### src/rtl/axis.sv
// -----------------------------------------------------------------------------
// axis -- single-clock AXI-Stream register stage with a one-entry skid buffer.
//
// Both handshake directions are registered. s_tready comes only from the skid
// flag, and m_tvalid/m_tdata come only from the output register. As a result,
// no combinational path runs from m_tready to s_tready. The stage sustains one
// beat per cycle under any backpressure pattern. Words leave in acceptance
// order, with no loss and no duplication.
//
// Parameters
//   WIDTH      tdata width in bits (>= 1)
//   CNT_WIDTH  width of the monitor counters (>= 2); counters wrap
//
// Ports
//   clk         rising-edge clock
//   rst         asynchronous, active-high reset
//   s_tdata     upstream data
//   s_tvalid    upstream valid
//   s_tready    ready to upstream (low while rst is high or skid is full)
//   m_tdata     downstream data
//   m_tvalid    downstream valid
//   m_tready    downstream ready
//   xfer_cnt    number of output beats (m_tvalid && m_tready)
//   stall_cnt   number of cycles with m_tvalid && !m_tready
//   last_data   tdata of the most recent output beat
//   last_valid  high once any output beat has occurred since reset
// -----------------------------------------------------------------------------
module axis #(
    parameter int WIDTH     = 16,
    parameter int CNT_WIDTH = 32
) (
    input  logic                 clk,
    input  logic                 rst,
    input  logic [WIDTH-1:0]     s_tdata,
    input  logic                 s_tvalid,
    output logic                 s_tready,
    output logic [WIDTH-1:0]     m_tdata,
    output logic                 m_tvalid,
    input  logic                 m_tready,
    output logic [CNT_WIDTH-1:0] xfer_cnt,
    output logic [CNT_WIDTH-1:0] stall_cnt,
    output logic [WIDTH-1:0]     last_data,
    output logic                 last_valid
);

    logic             out_valid;
    logic [WIDTH-1:0] out_data;
    logic             skid_valid;
    logic [WIDTH-1:0] skid_data;

    logic in_beat;
    logic out_beat;
    logic stall;
    logic load_out;

    // The skid entry can only fill while the output register is full.
    // Therefore "skid empty" is exactly "room for one more word".
    assign s_tready = !skid_valid && !rst;
    assign m_tvalid = out_valid;
    assign m_tdata  = out_data;

    assign in_beat  = s_tvalid && s_tready;
    assign out_beat = out_valid && m_tready;
    assign stall    = out_valid && !m_tready;
    // The output register may take a new word when it is empty or draining.
    assign load_out = !out_valid || m_tready;

    // NOTE: sequential state is always written with non-blocking assignments,
    // so every register samples the values from before the edge.
    always_ff @(posedge clk or posedge rst) begin
        if (rst) begin
            out_valid  <= 1'b0;
            out_data   <= '0;
            skid_valid <= 1'b0;
        end else if (load_out) begin
            if (skid_valid) begin
                // The skid word is older than anything on the input.
                // s_tready is low here, so no input beat can collide with it.
                out_data   <= skid_data;
                out_valid  <= 1'b1;
                skid_valid <= 1'b0;
            end else if (in_beat) begin
                out_data  <= s_tdata;
                out_valid <= 1'b1;
            end else begin
                out_valid <= 1'b0;
            end
        end else if (in_beat) begin
            // The output is held by backpressure, so park the word.
            skid_valid <= 1'b1;
        end
    end

    // NOTE: skid_data is pure datapath qualified by skid_valid, so it needs
    // no reset; leaving it out keeps the reset net off the data flops.
    always_ff @(posedge clk) begin
        if (!load_out && in_beat) begin
            skid_data <= s_tdata;
        end
    end

    // Monitor counters and last-beat capture; the counters wrap naturally.
    always_ff @(posedge clk or posedge rst) begin
        if (rst) begin
            xfer_cnt   <= '0;
            stall_cnt  <= '0;
            last_data  <= '0;
            last_valid <= 1'b0;
        end else begin
            if (out_beat) begin
                xfer_cnt   <= xfer_cnt + 1'b1;
                last_data  <= out_data;
                last_valid <= 1'b1;
            end
            if (stall) begin
                stall_cnt <= stall_cnt + 1'b1;
            end
        end
    end

endmodule

### config.mk
export PLATFORM = sky130hd
export DESIGN_NAME = axis
export DESIGN_NICKNAME = d
export VERILOG_FILES = /design/src/rtl/axis.sv
export SDC_FILE = /design/constraint.sdc
export NUM_CORES = 1
export LEC_CHECK = 0
export ABC_AREA = 1
export BUFFER_PORTS_ARGS = -buffer_cell sky130_fd_sc_hd__buf_2
export CAP_MARGIN = 40
export CORE_MARGIN = 8
export CORE_UTILIZATION = 50
export DETAILED_ROUTE_END_ITERATION = 8
export PLACE_DENSITY = 0.74
export SYNTH_ARGS = -nofsm -noshare
export SYNTH_HDL_FRONTEND = slang
export SYNTH_SLANG_ARGS = --single-unit
### constraint.sdc
create_clock -name clk -period 3.8 [get_ports clk]
set_clock_uncertainty 0.15 [all_clocks]
set_input_delay 0.38 -clock clk [delete_from_list [all_inputs] [get_ports clk]]
set_output_delay 0.38 -clock clk [all_outputs]
set_load 0.005 [all_outputs]
* Yosys cells after proc, flatten, opt, wreduce, memory -nomap -nowiden
Index checks and enable logic that the tools add are counted.
** Word-level totals
- Bits in registers :: 115
** Cells by class
- Add/sub/neg operators :: 2
- Multiplexer cells :: 6
- Reduce and logical (&&, ||, !) cells :: 14
** Operators by type and width (count)
- adder 32 x 1 -> 32 bit, second input constant :: 2
- two-way mux 16 bit :: 2
- logical AND 1 bit :: 5
- logical NOT 1 bit :: 5
- two-way mux 1 bit :: 4
- nonzero test 2 bit :: 2
- AND reduction 2 bit :: 1
- logical OR 1 bit :: 1

* Depth between registers and ports, before layout
Gate-level depths: netlist of the first run.
- Depth in word-level cells :: 5
- Mapped depth :: 10
- Gate-level depth less buffers :: 10

* Least setup slack after synthesis of the first run
No wires, ideal clock.
- Path kind :: in2reg
- Start :: input rst
- End :: register out_data[0], in the netlist m_tdata[0]
- Arrival :: 3.430 ns
- Required time :: 3.574 ns
- Setup slack :: 0.143 ns
- Cell stages on the path :: 6
- Buffers on the path :: 1
- Cell sequence :: inv_1 a21oi_1 nor2_2 buf_2 o211ai_1 o21ai_1
** Between the ends
- Word-level cells in the longest chain between the ends :: 5
** RTL lines
- start, declared :: line 33 : input logic rst,
- logical NOT 1 bit (no source line)
- logical AND 1 bit :: line 58 : assign s_tready = !skid_valid && !rst;
- logical AND 1 bit :: line 62 : assign in_beat = s_tvalid && s_tready;
- nonzero test 2 bit (no source line)
- AND reduction 2 bit (no source line)
- end signal, assigned :: line 79 : out_data <= skid_data;
- end signal, assigned :: line 83 : out_data <= s_tdata;
- end, declared :: line 47 : logic [WIDTH-1:0] out_data;
No other way between the ends.
A chain may end at the register's enable or synchronous reset.

* Final worst setup path of the first run
- Start :: register out_valid, in the netlist m_tvalid
- End :: register xfer_cnt[19]
** Between the ends
- Word-level cells in the longest chain between the ends :: 1
** RTL lines
- start, declared :: line 46 : logic out_valid;
- start signal, assigned :: line 72 : out_valid <= 1'b0;
- start signal, assigned :: line 80 : out_valid <= 1'b1;
- start signal, assigned :: line 84 : out_valid <= 1'b1;
- logical AND 1 bit :: line 63 : assign out_beat = out_valid && m_tready;
- end signal, assigned :: line 111 : xfer_cnt <= xfer_cnt + 1'b1;
- end, declared :: line 40 : output logic [CNT_WIDTH-1:0] xfer_cnt,
No other way between the ends.

==> metrics.md, run 1 <==
| Metric | Value |
|---|---|
| Status | `completed` |
| Count of input and output buffers | `118` |
| Routed vias/inst | `5.08` |
| Syn Nets | `677` |
| Fmax | `481 MHz` |
| Number of clock buffers inserted by TritonCTS | `17` |
| Clock sink count | `115` |
| Clock share of power | `0.413` |
| Unrepaired setup endpoints after global routing | `false` |
| Warnings, synthesis | `0` |
| First-pass iteration count of the detailed router | `4` |
| Number of distinct library cells after synthesis | `28` |
| DRC Markers | `0` |
| Final TNS setup | `0 ns` |
| Boundary pin count | `119` |
| Summed instance area of the synthesized netlist | `5530 um^2` |
| Remaining max-slew budget at the tightest pin | `0.457` |
| Period utilisation layout | `0.547` |
| TritonCTS clock tree | `yes` |
| Number of hold violations in the final report | `0` |
| Maximum fanout along the worst path | `42` |
| Top-area cell type share of the netlist area | `0.448` |
| Via count of the routed design | `4,850` |
| Antenna violations before repair | `0` |
| Clk slew on worst S/H paths | `0.06 ns` |
| Critical path's top delay family | `simple AND/OR/NAND/NOR gates` |
| Most common cell after layout, fill and taps aside | `nand2_1` |
| CP bufs+invs | `0` |
| Final global-route overflow total | `0` |
| Post-synthesis area per instance | `8.45 um^2` |
| Endpoint class of the critical path | `flip-flop` |
| Part of the power in combinational logic | `0.144` |
| Register share of total power | `0.443` |
| Later-pin clock latency in the skew report | `0.51 ns` |
| Floorplan core area | `10,800 um^2` |
| Sum of routed wire length over all layers | `14,200 um` |
| LEAKAGE | `3.43 nW` |
| # placed instances | `906` |
| Cell types with the largest area share after synthesis | `dfrtp_1 45%, nand2_1 13%, edfxtp_1 8.7%` |
| Required time of the critical path | `4.06 ns` |
| Synthesis-to-layout area growth | `26.7%` |
| Slew at the pin closest to its max-slew limit | `0.812 ns` |
| Worst endpoint data arrival time | `2.34 ns` |
| Global-route wire length before repair | `23,500 um` |
| Die outline width | `121 um` |
| Buffer depth of the longest clock path | `2` |
| Series of cell instances along the critical path | `nand2_2 -> nor2_4 -> nand2_1 -> nor2_2 -> nand3_1 -> nand2_1 -> nand2_1` |
| Die Outline Area | `14,700 um^2` |
| Sequential-to-total area share from yosys stat | `0.535` |
| Diodes inserted | `0` |
| Maximum number of pins on one net before global-route repair | `55` |
| Vertical die dimension | `121 um` |
| Synth Instances | `655` |
| Ratio of cells with drive above 1 in the final layout | `0.226` |
| Gpl congestion | `0.898` |
| 1st-iter DRT viols | `375` |
| Std-Cell Rows | `38` |
| Detail-routed net length per standard cell | `14.9 um` |
| Max stage delay on crit path | `0.48 ns` |
| Power per Cell Area | `492 nW/um^2` |
| Final-report setup violation count | `0` |
| Dominant cell type by count on the critical path | `nand2_1` |
| Non-Filler Instances | `955` |
| Clock Root Buffer | `clkbuf_8` |
| Synthesized flop and latch total | `115` |
| Resized Gates After CTS | `0` |
| Commonest cells after routing, fill and taps aside | `197 x nand2_1, 118 x buf_2, 99 x dfrtp_1` |
| Startpoint Class | `flip-flop` |
| Switching part of the total | `0.283` |
| Cell-internal power | `0.00247 W` |
| Maximum resistive drop on vdd | `0.000322 V` |
| Core occupancy in the finished layout | `0.646` |
| Critical path class | `flip-flop to flip-flop` |
| Min Clock Period, post-route | `2.08 ns` |
| Via count of the first global-routing pass | `4,946` |
| Hold crit path type | `input port to flip-flop` |
| Max-slew violation count | `0` |
| Most area-hungry cell type in the Yosys netlist | `dfrtp_1` |
| Final net count | `824` |
| Cell at the slowest stage of the critical path | `nand2_2` |
| Max H-tree Level | `4` |
| Post-DP HPWL | `10,400 um` |
| Starting density of the core | `0.510` |
| Net switching power | `0.000977 W` |
| Total routing usage reported by global routing | `0.198` |
| Max-cap check violation count | `0` |
| Antenna-violating nets left | `0` |
==> sequential cells by signal, summed over array words and instances (netlist names) <==
register,flops
stall_cnt,32
xfer_cnt,32
last_data,16
m_tdata,16
skid_data,16
last_valid,1
m_tvalid,1
skid_valid,1
==> metrics by stage <==
| stage | power [W] | worst slack (ns) | area, um^2 | hold WS [ns] |
|---|---|---|---|---|
| 2_1_floorplan | 0.00178 | 0.143 | 5530 | 0.315 |
| 3_3_place_gp | 0.00201 | 1.33 | 6260 | 0.314 |
| 3_5_place_dp | 0.00204 | 1.64 | 6300 | 0.321 |
| 4_1_cts | 0.00348 | 1.71 | 7010 | 0.0227 |
| 5_1_grt | 0.00360 | 1.54 | 7010 | 0.0344 |
| 6_report | 0.00345 | 1.72 | 7010 | 0.0349 |
==> worst paths after layout <==
| check | endpoint | startpoint | slack [ns] | cells after the start |
|---|---|---|---|---|
| worst max-delay path | xfer_cnt[19] | m_tvalid | 1.72 | 7 |
| worst min-delay path | m_tvalid | s_tvalid | 0.03 | 3 |
| worst max register to register | xfer_cnt[19] | m_tvalid | 1.72 | 7 |
| worst min register to register | last_data[3] | last_data[3] | 0.33 | 2 |
| max in group asynchronous | stall_cnt[4] | rst | 1.90 | 5 |
| min in group asynchronous | m_tdata[14] | rst | 0.51 | 4 |
==> synthesized netlist by cell type <==
master	number
clkbuf_1	5
buf_2	6
and3_1	1
nor3_2	2
nor3_4	1
nand3b_1	9
a21oi_1	1
inv_1	81
xnor2_1	14
nor2_2	10
inv_2	8
nand2_2	3
nand4_1	20
o21ai_0	17
nor2_1	61
or2_0	1
ha_1	2
buf_6	1
nand2_1	197
dfrtp_1	99
o21ai_1	19
nand3_1	28
nor3_1	11
or2_2	1
nor2_4	6
o211ai_1	16
edfxtp_1	16
xor2_1	19
==> final cells by class <==
class                   instances  area, um^2
fillers                       940        3830
flip-flops and latches        115        2960
multi-input cells             439        2180
repair buffers                140         826
clock buffers                  17         414
inverters                      89         337
well taps                     140         175
clock inverters                15         118
==> worst reg2reg max path, cell delays in order, from the launching register on <==
cell and delay [ns]:
dfrtp_1 0.41, nand2_2 0.48, nor2_4 0.35, nand2_1 0.13, nor2_2 0.22, nand3_1 0.11
nand2_1 0.08, nand2_1 0.05
==> power groups by stage <==
stage	clock (W)	combinational, W	sequential [W]
after floorplan	0	0.000237	0.00154
after global placement	0	0.000464	0.00155
after detailed placement	0	0.000492	0.00155
after CTS	0.00144	0.000510	0.00153
after global routing	0.00150	0.000558	0.00155
final	0.00142	0.000497	0.00153
==> cells by family after synthesis <==
group	Yosys count	synth area share
buf+inv	101	0.0713
xor+xnor	33	0.0523
simple gates	351	0.282
fa+ha+maj	2	0.00452
compound gates	53	0.0552
flops	115	0.535
==> per-layer routing <==
| layer | wire (um) | GRT usage |
|---|---|---|
| met4 | 282 | 0.0864 |
| met1 | 6140 | 0.245 |
| met2 | 6920 | 0.325 |
| met3 | 876 | 0.0470 |
| met5 | 0 | 0 |
==> repair_timing <==
item                       CTS  global route
hold endpoints to repair    81             0
setup endpoints to repair    0             0
buffers inserted             0             0
hold buffers                17             0
Note: power is estimated with default switching activity, not from simulation.
==> run 2: changes to the inputs <==
- CORE_UTILIZATION: 50 -> 49
- PLACE_DENSITY: 0.74 -> 0.76
- clock period: 3.8 -> 1.9 ns (I/O delays scaled with it)
==> run 2 against run 1 <==
Compared with the run above:
- via count up 1.4%
- register-to-register slack worse by 1.6 ns
- largest cell class unchanged
- combinational power up 120%
- power up 110%
- flip-flop and latch count unchanged
- utilization down 0.98 points
- hold slack worse by 0.24 ns
- first-iteration DRC count down 24%
- the flow now finishes with violations (negative hold slack)
- fmax up 18%
- final cell count up 1.2%
- worst setup slack worse by 1.6 ns
==> metrics.md, run 2 (synthesis results as in run 1) <==
| Metric | Value |
|---|---|
| Total of fill cells in the finished design | `946 (was 940)` |
| Antenna-violating nets left | `0 (unchanged)` |
| LEAKAGE | `3.49 nW (was 3.43 nW)` |
| Period utilisation layout | `0.928 (was 0.547)` |
| Starting density of the core | `0.493 (was 0.510)` |
| Worst-case reg-to-reg path depth | `8 (was 7)` |
| Boundary pin count | `119 (unchanged)` |
| Dominant cell type by count on the critical path | `nand2_1 (unchanged)` |
| Switching part of the total | `0.274 (was 0.283)` |
| Total routing usage reported by global routing | `0.206 (was 0.198)` |
| Hold-fix buffers at CTS | `16 (was 17)` |
| Number of hold violations in the final report | `39 (was 0)` |
| Worst endpoint data arrival time | `1.91 ns (was 2.34 ns)` |
| Detail-routed net length per standard cell | `15.1 um (was 14.9 um)` |
| Maximum resistive drop on vdd | `0.000753 V (was 0.000322 V)` |
| Hold crit path type | `input port to asynchronous set/reset pin (was input port to flip-flop)` |
| Count of input and output buffers | `118 (unchanged)` |
| Floorplan core area | `11,200 um^2 (was 10,800 um^2)` |
| Maximum fanout along the worst path | `7 (was 42)` |
| Number of clock buffers inserted by TritonCTS | `17 (unchanged)` |
| Status | `finished with violations (was completed)` |
| Worst hold margin | `-0.201 ns (was 0.0349 ns)` |
| Via count of the routed design | `4,917 (was 4,850)` |
| Remaining max-slew budget at the tightest pin | `0.484 (was 0.457)` |
| Part of the power in combinational logic | `0.145 (was 0.144)` |
| Final-report setup violation count | `0 (unchanged)` |
| Series of cell instances along the critical path | `ha_1 -> nand3_1 -> inv_1 -> nand2_1 -> nor2_4 -> nand2_1 -> o21ai_1 -> nand2_1 (was nand2_2 -> nor2_4 -> nand2_1 -> nor2_2 -> nand3_1 -> nand2_1 -> nand2_1)` |
| Startpoint Class | `flip-flop (unchanged)` |
| Max H-tree Level | `4 (unchanged)` |
| Post-DP HPWL | `10,600 um (was 10,400 um)` |
| Slew at the pin closest to its max-slew limit | `0.774 ns (was 0.812 ns)` |
| Final TNS setup | `0 ns (unchanged)` |
| Max-cap check violation count | `0 (unchanged)` |
| Required time of the critical path | `2.04 ns (was 4.06 ns)` |
| Vertical die dimension | `122 um (was 121 um)` |
| Clock Root Buffer | `clkbuf_16 (was clkbuf_8)` |
| Antenna violations before repair | `0 (unchanged)` |
| Buffer depth of the longest clock path | `2 (unchanged)` |
| First-pass iteration count of the detailed router | `5 (was 4)` |
| DRC Markers | `0 (unchanged)` |
| Max-slew violation count | `0 (unchanged)` |
| Failing checks | `negative hold slack` |
| Diodes inserted | `0 (unchanged)` |
| Ratio of cells with drive above 1 in the final layout | `0.239 (was 0.226)` |
| Critical path class | `flip-flop to flip-flop (unchanged)` |
| Routed vias/inst | `5.09 (was 5.08)` |
| Global-route wire length before repair | `24,300 um (was 23,500 um)` |
| Most common cell after layout, fill and taps aside | `nand2_1 (unchanged)` |
| Sum of routed wire length over all layers | `14,600 um (was 14,200 um)` |
| Clock share of power | `0.441 (was 0.413)` |
| Clock sink count | `115 (unchanged)` |
| Die outline width | `122 um (was 121 um)` |
| Register share of total power | `0.414 (was 0.443)` |
| Power per Cell Area | `1030 nW/um^2 (was 492 nW/um^2)` |
| Gpl congestion | `0.946 (was 0.898)` |
| Min Clock Period, post-route | `1.76 ns (was 2.08 ns)` |
| Std-Cell Rows | `39 (was 38)` |
| Cell at the slowest stage of the critical path | `dfrtp_1 (was nand2_2)` |
| Max stage delay on crit path | `0.41 ns (was 0.48 ns)` |
| Net switching power | `0.00202 W (was 0.000977 W)` |
| Clk slew on worst S/H paths | `0.06 ns (about the same)` |
| Maximum number of pins on one net before global-route repair | `61 (was 55)` |
| Die Outline Area | `14,900 um^2 (was 14,700 um^2)` |
| Cell-internal power | `0.00535 W (was 0.00247 W)` |
| Commonest cells after routing, fill and taps aside | `197 x nand2_1, 118 x buf_2, 99 x dfrtp_1 (unchanged)` |
| Biggest registers after layout | `stall_cnt: 32 flops, xfer_cnt: 32 flops (unchanged)` |
| Fmax | `567 MHz (was 481 MHz)` |
| Via count of the first global-routing pass | `4,982 (was 4,946)` |
| Later-pin clock latency in the skew report | `0.41 ns (was 0.51 ns)` |
| 1st-iter DRT viols | `286 (was 375)` |
| Final global-route overflow total | `0 (unchanged)` |
| Synthesis-to-layout area growth | `29.2% (was 26.7%)` |
| Final net count | `832 (was 824)` |
| TritonCTS clock tree | `yes (unchanged)` |
| Endpoint class of the critical path | `flip-flop (unchanged)` |
[run 2: cell count changes in the layout (fill, tap and decap cells not counted), sizes merged]
cell / before / now
bufinv: 1 / 3
dlygate4sd3: 17 / 16
clkbuf: 17 / 18
buf: 123 / 132
clkinv: 9 / 4
inv: 90 / 92
[run 2: layout make-up]
type / count / area, um^2 / share of cell area
clock buffer: 18 / 429 / 0.0601
tap: 143 / 179 / 0.0250
inverter: 89 / 338 / 0.0473
timing repair buffer: 148 / 876 / 0.123
sequential: 115 / 2960 / 0.414
clock inverter: 14 / 178 / 0.0249
multi-input combinational: 439 / 2190 / 0.306
[run 2: power groups by stage]
stage	Clock [W]	Sequential, W	Combinational (W)
6_report	0.00325	0.00305	0.00107
5_1_grt	0.00343	0.00309	0.00121
4_1_cts	0.00330	0.00305	0.00105
3_5_place_dp	0	0.00309	0.00101
3_3_place_gp	0	0.00307	0.000971
2_1_floorplan	0	0.00308	0.000477
[run 2: worst paths after layout]
check | start | slack [ns] | end
max in group asynchronous | rst | 0.63 | xfer_cnt[7]
worst max-delay path | xfer_cnt[1] | 0.14 | xfer_cnt[20]
worst max register to register | xfer_cnt[1] | 0.14 | xfer_cnt[20]
worst min register to register | xfer_cnt[31] | 0.33 | xfer_cnt[31]
worst min-delay path | rst | -0.20 | last_data[11]
min in group clk | s_tvalid | 0.02 | m_tvalid
[run 2: timing repair]
item	4_1_cts	5_1_grt
setup buffers	0	4
setup endpoints to repair	0	4
endpoints found under the hold margin	71	39
gates resized for setup	0	2
[run 2: critical path, delay by kind of cell (launching register included)]
kind                       cells  cell delay, ns
AOI/OAI and AO/OA              1            0.15
buffers and inverters          1            0.09
adders and majority gates      1            0.19
DFF                            1            0.41
and+or+nand+nor                5            0.66
[run 2: stage by stage]
| step | setup WS (ns) | utilization | area [um^2] | std cells | power [W] |
|---|---|---|---|---|---|
| finish | 0.136 | 0.637 | 7140 | 966 | 0.00737 |
| CTS | 0.130 | 0.633 | 7110 | 962 | 0.00739 |
| floorplan | -0.896 | - | 5540 | 655 | 0.00356 |
| global placement | 0.0493 | 0.564 | 6330 | 913 | 0.00405 |
| global route | -0.0170 | 0.637 | 7140 | 966 | 0.00773 |
| detailed placement | 0.0964 | 0.565 | 6340 | 914 | 0.00410 |
[run 2: layer usage]
layer  track usage  routed length [um]  vias to the layer above
met5             0                   0                        -
met4        0.0838                 263                        0
met3        0.0547                 799                       25
met2         0.344                7400                      170
met1         0.250                6140                     2329
li1              -                   -                     2393
==> run 3: changes to the inputs <==
- HOLD_SLACK_MARGIN: not set -> 0.06
==> run 3 against run 2 <==
Compared with the run above:
- the run still ends with negative hold slack left
- non-clock buffer count is 1 higher
- final cell count is 0.10% higher
- clock-buffer cell count stayed put
- sequential power hardly changed
- first-iteration DRC count is 7.7% higher
- critical path type unchanged
- global-route usage stayed put
- clock power hardly changed
- die area stayed put
==> metrics.md, run 3 (synthesis results as in run 1) <==
| Metric | Value |
|---|---|
| Floorplan core area | `11,200 um^2 (unchanged)` |
| Die outline width | `122 um (unchanged)` |
| Final-report setup violation count | `0 (unchanged)` |
| Commonest cells after routing, fill and taps aside | `197 x nand2_1, 118 x buf_2, 99 x dfrtp_1 (unchanged)` |
| Number of clock buffers inserted by TritonCTS | `17 (unchanged)` |
| Ratio of cells with drive above 1 in the final layout | `0.239 (about the same)` |
| Worst hold margin | `-0.202 ns (was -0.201 ns)` |
| Power, Total | `0.00738 W (was 0.00737 W)` |
| Maximum fanout along the worst path | `7 (unchanged)` |
| Count of input and output buffers | `118 (unchanged)` |
| Hold crit path type | `input port to asynchronous set/reset pin (unchanged)` |
| Fmax | `566 MHz (was 567 MHz)` |
| Cell-internal power | `0.00535 W (about the same)` |
| Endpoint class of the critical path | `flip-flop (unchanged)` |
| Critical path class | `flip-flop to flip-flop (unchanged)` |
| Antenna violations before repair | `0 (unchanged)` |
| Buffer depth of the longest clock path | `2 (unchanged)` |
| Failing checks | `negative hold slack (unchanged)` |
| Most common cell after layout, fill and taps aside | `nand2_1 (unchanged)` |
| Max-cap check violation count | `0 (unchanged)` |
| Starting density of the core | `0.493 (unchanged)` |
| Maximum resistive drop on vdd | `0.000753 V (about the same)` |
| Die Outline Area | `14,900 um^2 (unchanged)` |
| Period utilisation layout | `0.931 (was 0.928)` |
| Sum of routed wire length over all layers | `14,600 um (about the same)` |
| Worst-case reg-to-reg path depth | `8 (unchanged)` |
| Required time of the critical path | `2.04 ns (about the same)` |
| Total routing usage reported by global routing | `0.206 (unchanged)` |
| Max-slew violation count | `0 (unchanged)` |
| LEAKAGE | `3.50 nW (was 3.49 nW)` |
| Worst setup path endpoint | `xfer_cnt[20] (unchanged)` |
| Part of the power in combinational logic | `0.145 (about the same)` |
| Register share of total power | `0.414 (about the same)` |
| 1st-iter DRT viols | `308 (was 286)` |
| Clk slew on worst S/H paths | `0.06 ns (about the same)` |
| Number of hold violations in the final report | `39 (unchanged)` |
| Via count of the first global-routing pass | `4,983 (was 4,982)` |
| Highest layer used for signal routing | `met4 (unchanged)` |
| Detail-routed net length per standard cell | `15.1 um (about the same)` |
| Vertical die dimension | `122 um (unchanged)` |
| Metal-1 WL | `6050 um (was 6140 um)` |
| Clock share of power | `0.441 (about the same)` |
| Biggest registers after layout | `stall_cnt: 32 flops, xfer_cnt: 32 flops (unchanged)` |
| Clock Root Buffer | `clkbuf_16 (unchanged)` |
| Via count of the routed design | `4,906 (was 4,917)` |
| Min Clock Period, post-route | `1.77 ns (was 1.76 ns)` |
| Power per Cell Area | `1030 nW/um^2 (about the same)` |
| Worst endpoint data arrival time | `1.91 ns (about the same)` |
| Routed vias/inst | `5.07 (was 5.09)` |
| Status | `finished with violations (unchanged)` |
| Crit Reg-Reg Startpoint | `xfer_cnt[1] (unchanged)` |
| Clock sink count | `115 (unchanged)` |
| Worst Slack Setup Final | `0.132 ns (was 0.136 ns)` |
| Diodes inserted | `0 (unchanged)` |
| Met3 WL | `911 um (was 799 um)` |
| First-pass iteration count of the detailed router | `6 (was 5)` |
| Multi-input combinational cell area | `2190 um^2 (unchanged)` |
| Area occupied by registers | `2960 um^2 (unchanged)` |
| TritonCTS clock tree | `yes (unchanged)` |
| Boundary pin count | `119 (unchanged)` |
| Gpl congestion | `0.946 (unchanged)` |
| Remaining max-slew budget at the tightest pin | `0.484 (about the same)` |
| Worst R2R End | `xfer_cnt[20] (unchanged)` |
| CP startpoint | `xfer_cnt[1] (unchanged)` |
| Switching part of the total | `0.274 (about the same)` |
| Slew at the pin closest to its max-slew limit | `0.774 ns (about the same)` |
| Worst slack at placement | `0.0964 ns (unchanged)` |
| Global-route wire length before repair | `24,300 um (unchanged)` |
| Maximum number of pins on one net before global-route repair | `61 (unchanged)` |
| Net switching power | `0.00202 W (about the same)` |
| Total of fill cells in the finished design | `945 (was 946)` |
| DRC Markers | `0 (unchanged)` |
| Startpoint Class | `flip-flop (unchanged)` |
| Reg2reg setup slack | `0.13 ns (was 0.14 ns)` |
| Max H-tree Level | `4 (unchanged)` |
| Synthesis-to-layout area growth | `29.3% (was 29.2%)` |
| Antenna-violating nets left | `0 (unchanged)` |
| Post-DP HPWL | `10,600 um (unchanged)` |
| Final net count | `833 (was 832)` |
| Met2 routed wirelength | `7350 um (was 7400 um)` |
| Std-Cell Rows | `39 (unchanged)` |
| Hold-fix buffers at CTS | `17 (was 16)` |
| Final global-route overflow total | `0 (unchanged)` |
| Later-pin clock latency in the skew report | `0.41 ns (about the same)` |
==> run 3: cell count changes in the layout (fill, tap and decap cells not counted) <==
cell and delta:
dlygate4sd3_1 +1
==> run 3: layer usage <==
metal	up-vias	GRT usage
li1	2394	-
met1	2300	0.251
met2	185	0.343
met3	27	0.0552
met4	0	0.0838
met5	-	0
==> run 3: area by class of cell <==
type / instances / share of cell area
timing repair buffer: 149 / 0.124
tap: 143 / 0.0250
inverter: 89 / 0.0472
clock inverter: 14 / 0.0248
sequential: 115 / 0.413
clock buffer: 18 / 0.0600
multi-input combinational: 439 / 0.306
==> run 3: power groups by stage <==
stage	Sequential [W]	Clock, W	Combinational, W
4_1_cts	0.00305	0.00330	0.00105
2_1_floorplan	0.00308	0	0.000477
3_5_place_dp	0.00309	0	0.00101
3_3_place_gp	0.00307	0	0.000971
6_report	0.00305	0.00325	0.00107
5_1_grt	0.00309	0.00343	0.00121
==> run 3: metrics by stage <==
step	utilization	hold WS, ns	setup TNS (ns)	instances	area, um^2
after floorplan	-	0.139	-15.28	655	5540
after global placement	0.564	0.230	0	913	6330
after detailed placement	0.565	0.234	0	914	6340
after CTS	0.634	-0.199	0	963	7120
after global routing	0.637	-0.167	-0.0297	967	7150
final	0.637	-0.202	0	967	7150
==> run 3: critical path: stages (launching register included) <==
cell and delay [ns]:
dfrtp_1 0.41, ha_1 0.19, nand3_1 0.16, inv_1 0.09
nand2_1 0.12, nor2_4 0.19, nand2_1 0.14, o21ai_1 0.15
nand2_1 0.06
==> run 3: what timing repair did <==
item                                    in CTS  in global routing
endpoints found under the setup margin       0                  4
gates resized for setup                      0                  2
buffers inserted                             0                  4
hold endpoints to repair                    72                 39
==> run 3: worst min-delay path by stage <==
| stage | start | to | depth (start not counted) |
|---|---|---|---|
| after global routing | rst | last_data[11] | 3 |
| after CTS | rst | last_data[11] | 3 |
| after detailed placement | s_tdata[8] | skid_data[8] | 1 |
| final | rst | last_data[11] | 3 |
| after floorplan | s_tdata[0] | skid_data[0] | 0 |
| after global placement | rst | m_tdata[11] | 3 |
